==> src/rtl/square_voice_mixer.sv <==
// square_voice_mixer
//   NUM_CH independent square/pulse voices with a programmable period and duty
//   cycle. Their contributions are summed into one signed sample per AC97 frame.
//   Each voice keeps a shadow configuration and an active configuration. The
//   shadow is copied into the active set only when the voice is idle or its
//   phase wraps, so retuning a voice never produces a partial cycle.
//
// Ports
//   BIT_CLK      AC97 bit clock. All logic runs on its rising edge.
//   RESET_N      asynchronous reset, active low.
//   frame_sig    one-cycle pulse per 48 kHz frame.
//   en           configuration write strobe for channel CH_SEL.
//   CH_SEL       channel targeted by en.
//   PERIOD_IN    period in frames. A period of 0 silences the channel.
//   DUTY_IN      high fraction of the cycle, in units of 1/256.
//   CH_ON_IN     channel enable.
//   MIX_OUT      registered, signed mix of all channels.
//   MIX_VALID    one-cycle pulse when MIX_OUT updates.
//   CYCLE_START  per-channel pulse in the cycle after the phase restarts at 0.
//   PENDING      per-channel flag: shadow configuration is waiting to apply.

module square_voice_ch #(
    parameter int PER_W = 10,
    parameter int OUT_W = 18,
    parameter int CH_W  = 2
) (
    input  logic             clk,
    input  logic             rst_n,
    input  logic             frame_sig,
    input  logic             wr,
    input  logic [PER_W-1:0] period_in,
    input  logic [7:0]       duty_in,
    input  logic             on_in,
    output logic [OUT_W-1:0] contrib,
    output logic             cycle_start,
    output logic             pending
);
    // Sized so that NUM_CH full-scale voices sum without overflow.
    localparam logic [OUT_W-1:0] LVL = OUT_W'((1 << (OUT_W - 1 - CH_W)) - 1);

    logic [PER_W-1:0] sh_per_q, sh_per_d;
    logic [7:0]       sh_duty_q, sh_duty_d;
    logic             sh_on_q, sh_on_d;
    logic [PER_W-1:0] per_q, per_d;
    logic [PER_W:0]   thr_q, thr_d;
    logic             on_q, on_d;
    logic [PER_W-1:0] phase_q, phase_d;
    logic             pend_q, pend_d;
    logic             cs_q, cs_d;

    logic [PER_W-1:0] src_per;
    logic [7:0]       src_duty;
    logic             src_on;
    logic [PER_W+8:0] thr_prod;
    logic             active, wrap, apply;

    always_comb begin
        // A write that lands on the apply edge bypasses the shadow.
        src_per  = wr ? period_in : sh_per_q;
        src_duty = wr ? duty_in   : sh_duty_q;
        src_on   = wr ? on_in     : sh_on_q;
        // Width of the low part = period * (256 - duty) / 256. The top bits hold the result.
        thr_prod = {9'd0, src_per} * {{PER_W{1'b0}}, 9'd256 - {1'b0, src_duty}};

        active = on_q && (per_q != '0);
        wrap   = active && (phase_q == per_q - PER_W'(1));
        apply  = frame_sig && pend_q && (!active || wrap);

        sh_per_d  = sh_per_q;
        sh_duty_d = sh_duty_q;
        sh_on_d   = sh_on_q;
        per_d     = per_q;
        thr_d     = thr_q;
        on_d      = on_q;
        phase_d   = phase_q;
        pend_d    = pend_q;
        cs_d      = 1'b0;

        if (wr) begin
            sh_per_d  = period_in;
            sh_duty_d = duty_in;
            sh_on_d   = on_in;
            pend_d    = 1'b1;
        end

        if (apply) begin
            per_d   = src_per;
            thr_d   = thr_prod[PER_W+8:8];
            on_d    = src_on;
            phase_d = '0;
            pend_d  = 1'b0;
            cs_d    = 1'b1;
        end else if (frame_sig) begin
            if (active) begin
                phase_d = wrap ? '0 : phase_q + PER_W'(1);
                cs_d    = wrap;
            end else begin
                phase_d = '0;
            end
        end
    end

    always_ff @(posedge clk or negedge rst_n) begin
        if (!rst_n) begin
            sh_per_q  <= '0;
            sh_duty_q <= '0;
            sh_on_q   <= 1'b0;
            per_q     <= '0;
            thr_q     <= '0;
            on_q      <= 1'b0;
            phase_q   <= '0;
            pend_q    <= 1'b0;
            cs_q      <= 1'b0;
        end else begin
            sh_per_q  <= sh_per_d;
            sh_duty_q <= sh_duty_d;
            sh_on_q   <= sh_on_d;
            per_q     <= per_d;
            thr_q     <= thr_d;
            on_q      <= on_d;
            phase_q   <= phase_d;
            pend_q    <= pend_d;
            cs_q      <= cs_d;
        end
    end

    // The low part comes first in each cycle. When duty is 0, THR equals PER and the output stays low.
    always_comb begin
        if (!active)                  contrib = '0;
        else if ({1'b0, phase_q} < thr_q) contrib = -LVL;
        else                          contrib = LVL;
    end

    assign cycle_start = cs_q;
    assign pending     = pend_q;
endmodule

module square_voice_mixer #(
    parameter int NUM_CH = 4,
    parameter int OUT_W  = 18,
    parameter int PER_W  = 10,
    parameter int CH_W   = $clog2(NUM_CH)
) (
    input  logic              BIT_CLK,
    input  logic              RESET_N,
    input  logic              frame_sig,
    input  logic              en,
    input  logic [CH_W-1:0]   CH_SEL,
    input  logic [PER_W-1:0]  PERIOD_IN,
    input  logic [7:0]        DUTY_IN,
    input  logic              CH_ON_IN,
    output logic [OUT_W-1:0]  MIX_OUT,
    output logic              MIX_VALID,
    output logic [NUM_CH-1:0] CYCLE_START,
    output logic [NUM_CH-1:0] PENDING
);
    logic [NUM_CH-1:0][OUT_W-1:0] contrib;
    logic [OUT_W-1:0]             mix_q, mix_d;
    logic                         mix_valid_q, mix_valid_d;
    logic                         frame_q, frame_d;

    for (genvar c = 0; c < NUM_CH; c++) begin : g_ch
        square_voice_ch #(
            .PER_W (PER_W),
            .OUT_W (OUT_W),
            .CH_W  (CH_W)
        ) u_ch (
            .clk         (BIT_CLK),
            .rst_n       (RESET_N),
            .frame_sig   (frame_sig),
            .wr          (en && (CH_SEL == CH_W'(c))),
            .period_in   (PERIOD_IN),
            .duty_in     (DUTY_IN),
            .on_in       (CH_ON_IN),
            .contrib     (contrib[c]),
            .cycle_start (CYCLE_START[c]),
            .pending     (PENDING[c])
        );
    end

    // The mix is taken one cycle after frame_sig, so it uses the phases updated on that edge.
    // Modular addition is exact here because the full-scale sum fits in OUT_W.
    always_comb begin
        frame_d     = frame_sig;
        mix_valid_d = frame_q;
        mix_d       = mix_q;
        if (frame_q) begin
            mix_d = '0;
            for (int i = 0; i < NUM_CH; i++) mix_d = mix_d + contrib[i];
        end
    end

    always_ff @(posedge BIT_CLK or negedge RESET_N) begin
        if (!RESET_N) begin
            frame_q     <= 1'b0;
            mix_q       <= '0;
            mix_valid_q <= 1'b0;
        end else begin
            frame_q     <= frame_d;
            mix_q       <= mix_d;
            mix_valid_q <= mix_valid_d;
        end
    end

    assign MIX_OUT   = mix_q;
    assign MIX_VALID = mix_valid_q;
endmodule

==> config.mk <==
export PLATFORM = sky130hd
export DESIGN_NAME = square_voice_mixer
export DESIGN_NICKNAME = d
export VERILOG_FILES = /design/src/rtl/square_voice_mixer.sv
export SDC_FILE = /design/constraint.sdc
export NUM_CORES = 1
export LEC_CHECK = 0
export CORE_MARGIN = 2
export CORE_UTILIZATION = 35
export DETAILED_ROUTE_END_ITERATION = 10
export PLACE_DENSITY = 0.49
export SYNTH_ARGS = -nofsm -noshare
export SYNTH_HDL_FRONTEND = slang
export SYNTH_SLANG_ARGS = --single-unit
==> constraint.sdc <==
create_clock -name BIT_CLK -period 7.5 [get_ports BIT_CLK]
set_input_delay 1.125 -clock BIT_CLK [delete_from_list [all_inputs] [get_ports BIT_CLK]]
set_output_delay 1.125 -clock BIT_CLK [all_outputs]
set_load 0.005 [all_outputs]
==> flow_metrics.tcl, run 1 <==
set metrics [dict create \
    cts_tree "yes" \
    ys_types 77 \
    drt_wl_total_mm 57.1 \
    placedCellCount 3389 \
    timing.final.crit_period_ns 7.12 \
    num_rows 92 \
    ys_seq_area_share_pct 25.5 \
    nets 3031 \
    path_common_cell "fa_1" \
    crit_fanout 6 \
    min_path_type "flop to flop" \
    layout_commonest_cell "inv_1" \
    cts_buffers 28 \
    synthArstFlopShare_pct 100 \
    hold_path_depth 2 \
    start_kind "input port" \
    routed-wl-met2_mm 26.7 \
    critPathSlowestCell "clkdlybuf4s50_1" \
    clockBufferDepth 3 \
    worstPathArrival_ns 7.57 \
    fin_crit_sh_pct 95.0 \
    fmax_mhz 140 \
    clk_latency_ns 0.56 \
    place_hpwl_mm 46.2 \
    core_mm2 0.0631 \
    cts_root_buffer "clkbuf_16" \
    synth_edf_count 0 \
    drv_cap 0 \
    setup_tns_ns 0 \
    synthToLayoutAreaGrowth_pct 16.9 \
    final_cell_mix "417 x inv_1, 266 x nor2_1, 238 x fa_1, 228 x dfrtp_1, 196 x nand2_1" \
    grt_pass1_vias 17325 \
    route.met3.wl_mm 1.98 \
    die_area_mm2 0.0659 \
    syn-num-nets 2816 \
    clock-sinks 228 \
    relSlewSlack_pct 25.7 \
    reg2reg_depth 22 \
    ys_ff_latch 228 \
    max_slew.worst_pin.slew_ns 1.11 \
    critPathMaxStageDelay_ns 0.50 \
    crit_required_ns 7.95 \
    grt_overflow_total 0 \
    drc 0 \
    wl_met1_mm 27.1 \
    grt_max_degree 93 \
    wire_per_inst_um 16.6 \
    status "complete, no violations" \
    setup_violations 0 \
    ys.warnings.count 0 \
    drv_slew 0 \
    via_per_inst 4.74 \
    skew_ns 0.0104 \
    synthCells 2358 \
    start_util_pct 35.4 \
    die_h_um 257 \
    drive_above_1_share_pct 11.7 \
    io_buffers 51 \
    ys.flop_type "dfrtp_1" \
    antenna_found_initial 2 \
    vias 16333 \
    hold_viol_final 0 \
    die_w_um 257 \
    place_congestion 0.865 \
    stdcell_count 3443 \
    avgSynthCellArea_um2 9.48 \
    htreeDepth 1 \
    path_clk_slew_ns 0.06 \
    dr.pass1.iters 5 \
    drt-initial-drc-count 871 \
    drtAntennaViolNets 0 \
    syn-cell-area_mm2 0.0224 \
    grt_pass1_wl_mm 93.8 \
    top_layer_used "met4" \
    hold_ws_ns 0.485 \
    ios 52 \
    grtUsageTotal_pct 17.7 \
    critical_path_class "input port to flop" \
    num-fill-cells 6342 \
    endpoint_kind "flop" \
]
repair_timing:
item | in CTS | in global routing
hold buffers | 0 | 0
buffers inserted | 0 | 0
setup endpoints to repair | 0 | 1
endpoints found under the hold margin | 0 | 0
gates resized for setup | 0 | 3
metal layers:
metal  track usage [%]  vias up
li1                  -     7948
met1              24.5     8080
met2              29.5      244
met3              2.36       61
met4              4.15        0
met5                 0        -
per-stage QoR:
stage | util, % | setup WS, ns | cell area, µm²
after floorplan | - | 0.231 | 22400
after global placement | 39.8 | -0.0674 | 25100
after detailed placement | 39.8 | -0.186 | 25100
after CTS | 41.4 | 0.406 | 26100
after global routing | 41.4 | -0.0186 | 26100
final | 41.4 | 0.376 | 26100
kinds of logic after synthesis:
logic type / synth area share [%]
muxes: 7.89
AOI/OAI and AO/OA: 5.84
and+or+nand+nor: 14.3
adders and majority gates: 32.2
DFF: 25.5
buffers and inverters: 8.36
xor gates and xnor gates: 5.84
worst paths after layout:
path                                               from                endpoint  slack (ns)
worst max-delay path                          CH_SEL[1]  g_ch[0].u_ch.thr_q[10]        0.38
worst min-delay path              g_ch[2].u_ch.thr_q[9]   g_ch[2].u_ch.thr_q[9]        0.48
worst max register to register  g_ch[0].u_ch.phase_q[1]             MIX_OUT[17]        1.46
worst min register to register    g_ch[2].u_ch.thr_q[9]   g_ch[2].u_ch.thr_q[9]        0.48
max in group asynchronous                       RESET_N   g_ch[1].u_ch.thr_q[1]        5.48
min in group asynchronous                       RESET_N   g_ch[2].u_ch.thr_q[9]        0.54
cell type report:
| type | count | area [µm²] | area share [%] |
|---|---|---|---|
| Antenna cell | 2 | 5.00 | 0.0192 |
| Clock buffer | 33 | 761 | 2.91 |
| Clock inverter | 19 | 216 | 0.828 |
| Inverter | 424 | 1590 | 6.09 |
| Multi-Input combinational cell | 1651 | 14800 | 56.7 |
| Sequential cell | 228 | 5710 | 21.8 |
| Tap cell | 846 | 1060 | 4.05 |
| Timing Repair Buffer | 240 | 1980 | 7.59 |
Yosys cell counts (8+ instances only):
master,instances,share of area (%)
a21o_1,23,0.77
a21oi_1,60,1.3
and2_1,19,0.53
and3_1,10,0.28
buf_1,8,0.13
buf_4,14,0.47
clkbuf_1,28,0.47
dfrtp_1,228,26
fa_1,238,21
ha_1,195,11
inv_1,417,7.0
mux2_1,21,1.1
mux2_2,17,0.86
mux2_4,9,0.60
mux2i_1,120,5.4
nand2_1,196,3.3
nand2b_1,34,0.95
nand3_1,40,0.90
nand4_1,38,1.1
nor2_1,266,4.5
nor3_1,26,0.58
o21ai_0,55,1.2
or2_2,20,0.56
xnor2_1,83,3.3
xor2_1,66,2.6
registers in the layout (all words and copies together), names as in the netlist:
name                   cells
g_ch.u_ch.pending          4
g_ch.u_ch.phase_q         40
MIX_VALID                  1
g_ch.u_ch.sh_on_q          4
g_ch.u_ch.cycle_start      4
g_ch.u_ch.sh_per_q        40
g_ch.u_ch.thr_q           44
g_ch.u_ch.sh_duty_q       32
frame_q                    1
g_ch.u_ch.per_q           40
MIX_OUT                   14
g_ch.u_ch.on_q             4
critical path: cells and delay by family:
kind,cells,cell delay [ns]
and+or+nand+nor,7,1.37
buffers and inverters,5,1.03
AOI/OAI and AO/OA,4,0.75
xor gates and xnor gates,2,0.29
muxes,2,0.55
adders and majority gates,6,2.46
Power of run 1 is not shown: default switching activity piles up to over one toggle a cycle in this logic, so the estimate is an artifact.
==> run 2, diff against run 1 <==
--- a/config.mk
+++ b/config.mk
@@ -6,9 +6,10 @@
 export NUM_CORES = 1
 export LEC_CHECK = 0
 export CORE_MARGIN = 2
-export CORE_UTILIZATION = 35
+export CORE_UTILIZATION = 56
+export CTS_CLUSTER_DIAMETER = 120
 export DETAILED_ROUTE_END_ITERATION = 10
-export PLACE_DENSITY = 0.49
+export PLACE_DENSITY = 0.72
 export SYNTH_ARGS = -nofsm -noshare
 export SYNTH_HDL_FRONTEND = slang
 export SYNTH_SLANG_ARGS = --single-unit
==> run 2 against run 1 <==
Setup slack better by 0.0069 ns; register-to-register slack better by 0.08 ns; wire length down 6.7%; sequential cell count unchanged; fmax about the same; via count up 3.2%; critical path depth unchanged; hold slack worse by 0.0038 ns; clock skew about the same.
==> flow_metrics.tcl, run 2 (synthesized netlist as in run 1, its figures left out) <==
set metrics [dict create \
    status "complete, no violations" \
    post-route-util_pct 64.5 \
    critical_path_class "input port to flop" \
    postCtsSetupRepairBufs 0 \
    drt_wl_total_mm 53.3 \
    nets 3016 \
    post-place-ws_ns -0.278 \
    relSlewSlack_pct 27.0 \
    hold_viol_final 0 \
    crit_fanout 6 \
    grt_pass1_vias 17895 \
    cts_buffers 26 \
    critPathSlowestCell "fa_1" \
    drc 0 \
    drtAntennaViolNets 0 \
    start_kind "input port" \
    vias 16858 \
    fin_crit_sh_pct 94.9 \
    num_rows 73 \
    htreeDepth 1 \
    path_common_cell "fa_1" \
    setup_slack_ns 0.383 \
    wire_per_inst_um 17.2 \
    timing.final.crit_period_ns 7.12 \
    place_hpwl_mm 42.6 \
    skew_ns 0.0108 \
    largest_reg_flops 44 \
    critPathMaxStageDelay_ns 0.51 \
    synthToLayoutAreaGrowth_pct 14.0 \
    rsz0062_at_grt "no" \
    drv_slew 0 \
    final_cell_mix "417 x inv_1, 266 x nor2_1, 238 x fa_1, 228 x dfrtp_1, 196 x nand2_1" \
    clock-sinks 228 \
    final_area_mm2 0.0255 \
    via_per_inst 5.43 \
    hold_buffers 0 \
    path_buf_inv 5 \
    io_buffers 51 \
    dr.pass1.iters 5 \
    crit_required_ns 7.93 \
    antenna_found_initial 0 \
    placed_area_mm2 0.0246 \
    layout_commonest_cell "inv_1" \
    drt-initial-drc-count 875 \
    die_area_mm2 0.0415 \
    grtUsageTotal_pct 26.9 \
    clk_latency_ns 0.55 \
    die_w_um 204 \
    cts_root_buffer "clkbuf_16" \
    endpoint_kind "flop" \
    min_path_type "flop to flop" \
    grt_overflow_total 0 \
    grt_pass1_wl_mm 89.3 \
    cp_top_family "adder cells" \
    cts_tree "yes" \
    place_congestion 0.947 \
    drv_cap 0 \
    hold_ws_ns 0.481 \
    start_util_pct 56.5 \
    clockBufferDepth 3 \
    fmax_mhz 141 \
    die_h_um 204 \
    setup_violations 0 \
    regMostFlops "g_ch.u_ch.thr_q" \
    grt_max_degree 128 \
    ctsResizeCount 0 \
    core_mm2 0.0395 \
    max_slew.worst_pin.slew_ns 1.09 \
    ios 52 \
    worstPathArrival_ns 7.54 \
    diodes 0 \
    drive_above_1_share_pct 10.8 \
    path_clk_slew_ns 0.06 \
]
-- run 2: changes by cell type in the layout (fill, tap and decap cells not counted) --
cell | before | now
clkbuf_16 | 29 | 27
clkinvlp_4 | 4 | 5
clkinv_2 | 8 | 1
diode_2 | 2 | 0
nor3b_2 | 1 | 0
buf_12 | 4 | 5
buf_4 | 185 | 171
xnor2_1 | 82 | 83
inv_6 | 1 | 2
clkbuf_1 | 2 | 8
xnor2_2 | 1 | 0
bufinv_16 | 4 | 1
nor3b_1 | 6 | 7
-- run 2: layout make-up --
cell class | count | area, µm²
Clock buffer | 37 | 733
Clock inverter | 11 | 108
Fill cell | 3179 | 14100
Inverter | 424 | 1590
Multi-Input combinational cell | 1651 | 14800
Sequential cell | 228 | 5710
Tap cell | 525 | 657
Timing Repair Buffer | 227 | 1900
-- run 2: final timing paths --
| kind | slack (ns) | endpoint | startpoint | cells after the start |
|---|---|---|---|---|
| max | 0.38 | g_ch[0].u_ch.thr_q[10] | CH_SEL[0] | 26 |
| max reg2reg | 1.54 | g_ch[0].u_ch.thr_q[10] | g_ch[0].u_ch.sh_duty_q[0] | 23 |
| min in group asynchronous | 0.67 | g_ch[3].u_ch.cycle_start | RESET_N | 1 |
| min reg2reg | 0.48 | g_ch[2].u_ch.thr_q[8] | g_ch[2].u_ch.thr_q[8] | 2 |
| max in group asynchronous | 5.37 | g_ch[1].u_ch.sh_duty_q[4] | RESET_N | 2 |
| min | 0.48 | g_ch[2].u_ch.thr_q[8] | g_ch[2].u_ch.thr_q[8] | 2 |
-- run 2: metal layers --
layer / global-route usage, % / vias to the layer above / wire length (µm)
met2: 46.0 / 432 / 26100
met1: 35.5 / 8374 / 23000
met4: 9.15 / 0 / 1880
met3: 3.30 / 129 / 2360
li1: - / 7923 / -
met5: 0 / - / 0
-- run 2: stage by stage --
| step | cells | TNS, ns |
|---|---|---|
| after floorplan | 2358 | 0 |
| after global placement | 3055 | -0.125 |
| after detailed placement | 3055 | -1.11 |
| after CTS | 3103 | 0 |
| after global routing | 3103 | 0 |
| final | 3103 | 0 |
-- run 2: worst min-delay path, stage by stage (launching register included) --
cell and delay, ns:
dfrtp_1 0.34, nand2_1 0.05, o21ai_1 0.06
Power of run 2 is left out for the same reason.
==> run 3, diff against run 2 <==
--- a/config.mk
+++ b/config.mk
@@ -7,6 +7,7 @@
 export LEC_CHECK = 0
 export CORE_MARGIN = 2
 export CORE_UTILIZATION = 56
+export CTS_BUF_LIST = sky130_fd_sc_hd__clkbuf_4 sky130_fd_sc_hd__clkbuf_8
 export CTS_CLUSTER_DIAMETER = 120
 export DETAILED_ROUTE_END_ITERATION = 10
 export PLACE_DENSITY = 0.72
==> run 3 against run 2 <==
Hold slack got worse by 0.00092 ns; utilization increased by 0.12 points; cell count increased by 0.81%; fmax increased by 0.35%; clock skew increased by 0.011 ns; sequential cell count unchanged; first-iteration DRC count increased by 2.6%; count of clock-buffer cells in the layout increased by 22; die area unchanged; final area increased by 0.19%.
==> flow_metrics.tcl, run 3 (synthesized netlist as in run 1, its figures left out) <==
set metrics [dict create \
    status "complete, no violations" \
    die_w_um 204 \
    io_buffers 51 \
    start_kind "input port" \
    min_path_type "flop to flop" \
    clock-sinks 228 \
    place_hpwl_mm 42.6 \
    fin_crit_sh_pct 94.6 \
    hold_buffers 0 \
    place_congestion 0.947 \
    die_area_mm2 0.0415 \
    wire_per_inst_um 17.0 \
    drv_slew 0 \
    crit_fanout 10 \
    num-fill-cells 3186 \
    cts_root_buffer "clkbuf_8" \
    die_h_um 204 \
    via_per_inst 5.39 \
    timing.final.crit_period_ns 7.09 \
    dr.pass1.iters 5 \
    drt_wl_total_mm 53.1 \
    final_area_mm2 0.0255 \
    clockBufferDepth 3 \
    final_cell_mix "417 x inv_1, 266 x nor2_1, 238 x fa_1, 228 x dfrtp_1, 196 x nand2_1" \
    drive_above_1_share_pct 11.9 \
    relSlewSlack_pct 26.6 \
    placedCellCount 3055 \
    grt_pass1_vias 17876 \
    drv_cap 0 \
    path_clk_slew_ns 0.05 \
    htreeDepth 2 \
    max_slew.worst_pin.slew_ns 1.10 \
    crit_required_ns 7.92 \
    ios 52 \
    setup_violations 0 \
    grt_overflow_total 0 \
    rsz0062_at_grt "no" \
    placed_area_mm2 0.0246 \
    grt_pass1_wl_mm 89.3 \
    core_mm2 0.0395 \
    post-place-ws_ns -0.278 \
    drc 0 \
    grt_max_degree 128 \
    drt-initial-drc-count 898 \
    cts_buffers 41 \
    setup_tns_ns 0 \
    endpoint_kind "flop" \
    synthToLayoutAreaGrowth_pct 14.2 \
    stdcell_count 3128 \
    nets 3031 \
    hold_viol_final 0 \
    critical_path_class "input port to flop" \
    start_util_pct 56.5 \
    postCtsSetupRepairBufs 0 \
    grtUsageTotal_pct 27.0 \
    register_area_mm2 0.00571 \
    drtAntennaViolNets 0 \
    diodes 0 \
    num_rows 73 \
    layout_commonest_cell "inv_1" \
    vias 16860 \
    fmax_mhz 141 \
    cts_tree "yes" \
    largest_reg_flops 44 \
    worstPathArrival_ns 7.52 \
    regMostFlops "g_ch.u_ch.thr_q" \
    multiInputGateArea_mm2 0.0148 \
    clk_latency_ns 0.57 \
    skew_ns 0.0216 \
    antenna_found_initial 0 \
    setup_slack_ns 0.408 \
]
[run 3: changes by cell type in the layout (fill, tap and decap cells not counted)]
cell,previous run,this run
clkinv_4,2,1
clkinv_2,1,8
bufinv_16,1,2
clkbuf_4,0,9
inv_6,2,1
clkbuf_8,2,50
clkinvlp_4,5,2
clkbuf_16,27,0
clkbuf_1,8,0
[run 3: through the flow]
stage	utilization, %	hold slack, ns
after floorplan	-	0.352
after global placement	62.3	0.468
after detailed placement	62.3	0.475
after CTS	64.6	0.487
after global routing	64.6	0.496
final	64.6	0.480
[run 3: worst max-delay path, stage by stage]
cell             delay [ns]
clkdlybuf4s50_1        0.56
buf_4                  0.14
and3b_1                0.20
buf_12                 0.15
mux2i_1                0.43
nand3_1                0.20
xnor2_1                0.27
buf_4                  0.20
or2_2                  0.30
fa_1                   0.55
inv_1                  0.06
fa_1                   0.49
fa_1                   0.50
inv_1                  0.05
fa_1                   0.47
inv_1                  0.04
ha_1                   0.31
nand2_1                0.09
o21ai_0                0.09
or2_1                  0.28
a221o_1                0.36
a21o_1                 0.21
a21oi_1                0.17
xor2_1                 0.16
o21ai_1                0.07
[run 3: final timing paths]
check	from	end	slack, ns	depth (start not counted)
setup reg to reg	g_ch[0].u_ch.sh_duty_q[0]	g_ch[0].u_ch.thr_q[10]	1.57	23
hold reg to reg	g_ch[2].u_ch.thr_q[8]	g_ch[2].u_ch.thr_q[8]	0.48	2
min in group asynchronous	RESET_N	g_ch[3].u_ch.cycle_start	0.64	1
hold / removal	g_ch[2].u_ch.thr_q[8]	g_ch[2].u_ch.thr_q[8]	0.48	2
setup / recovery	CH_SEL[1]	g_ch[2].u_ch.thr_q[8]	0.41	25
max in group asynchronous	RESET_N	g_ch[1].u_ch.sh_per_q[1]	5.39	2
[run 3: cell type report]
cell class / instances / share of cell area [%]
Multi-Input combinational cell: 1651 / 57.9
Sequential cell: 228 / 22.3
Timing Repair Buffer: 227 / 7.44
Inverter: 424 / 6.23
Clock buffer: 59 / 2.96
Tap cell: 525 / 2.57
Clock inverter: 14 / 0.519
[run 3: routing by layer]
| layer | part of all wire (%) | GRT usage (%) | vias up |
|---|---|---|---|
| met5 | 0 | 0 | - |
| met4 | 3.4 | 9.93 | 0 |
| met3 | 4.9 | 3.59 | 122 |
| met2 | 49 | 45.7 | 444 |
| met1 | 43 | 35.6 | 8342 |
| li1 | - | - | 7952 |
[run 3: repair_timing]
item,in CTS,in global routing
setup endpoints to repair,0,1
endpoints found under the hold margin,0,0
resized for setup,0,1
Power of run 3 is left out for the same reason.
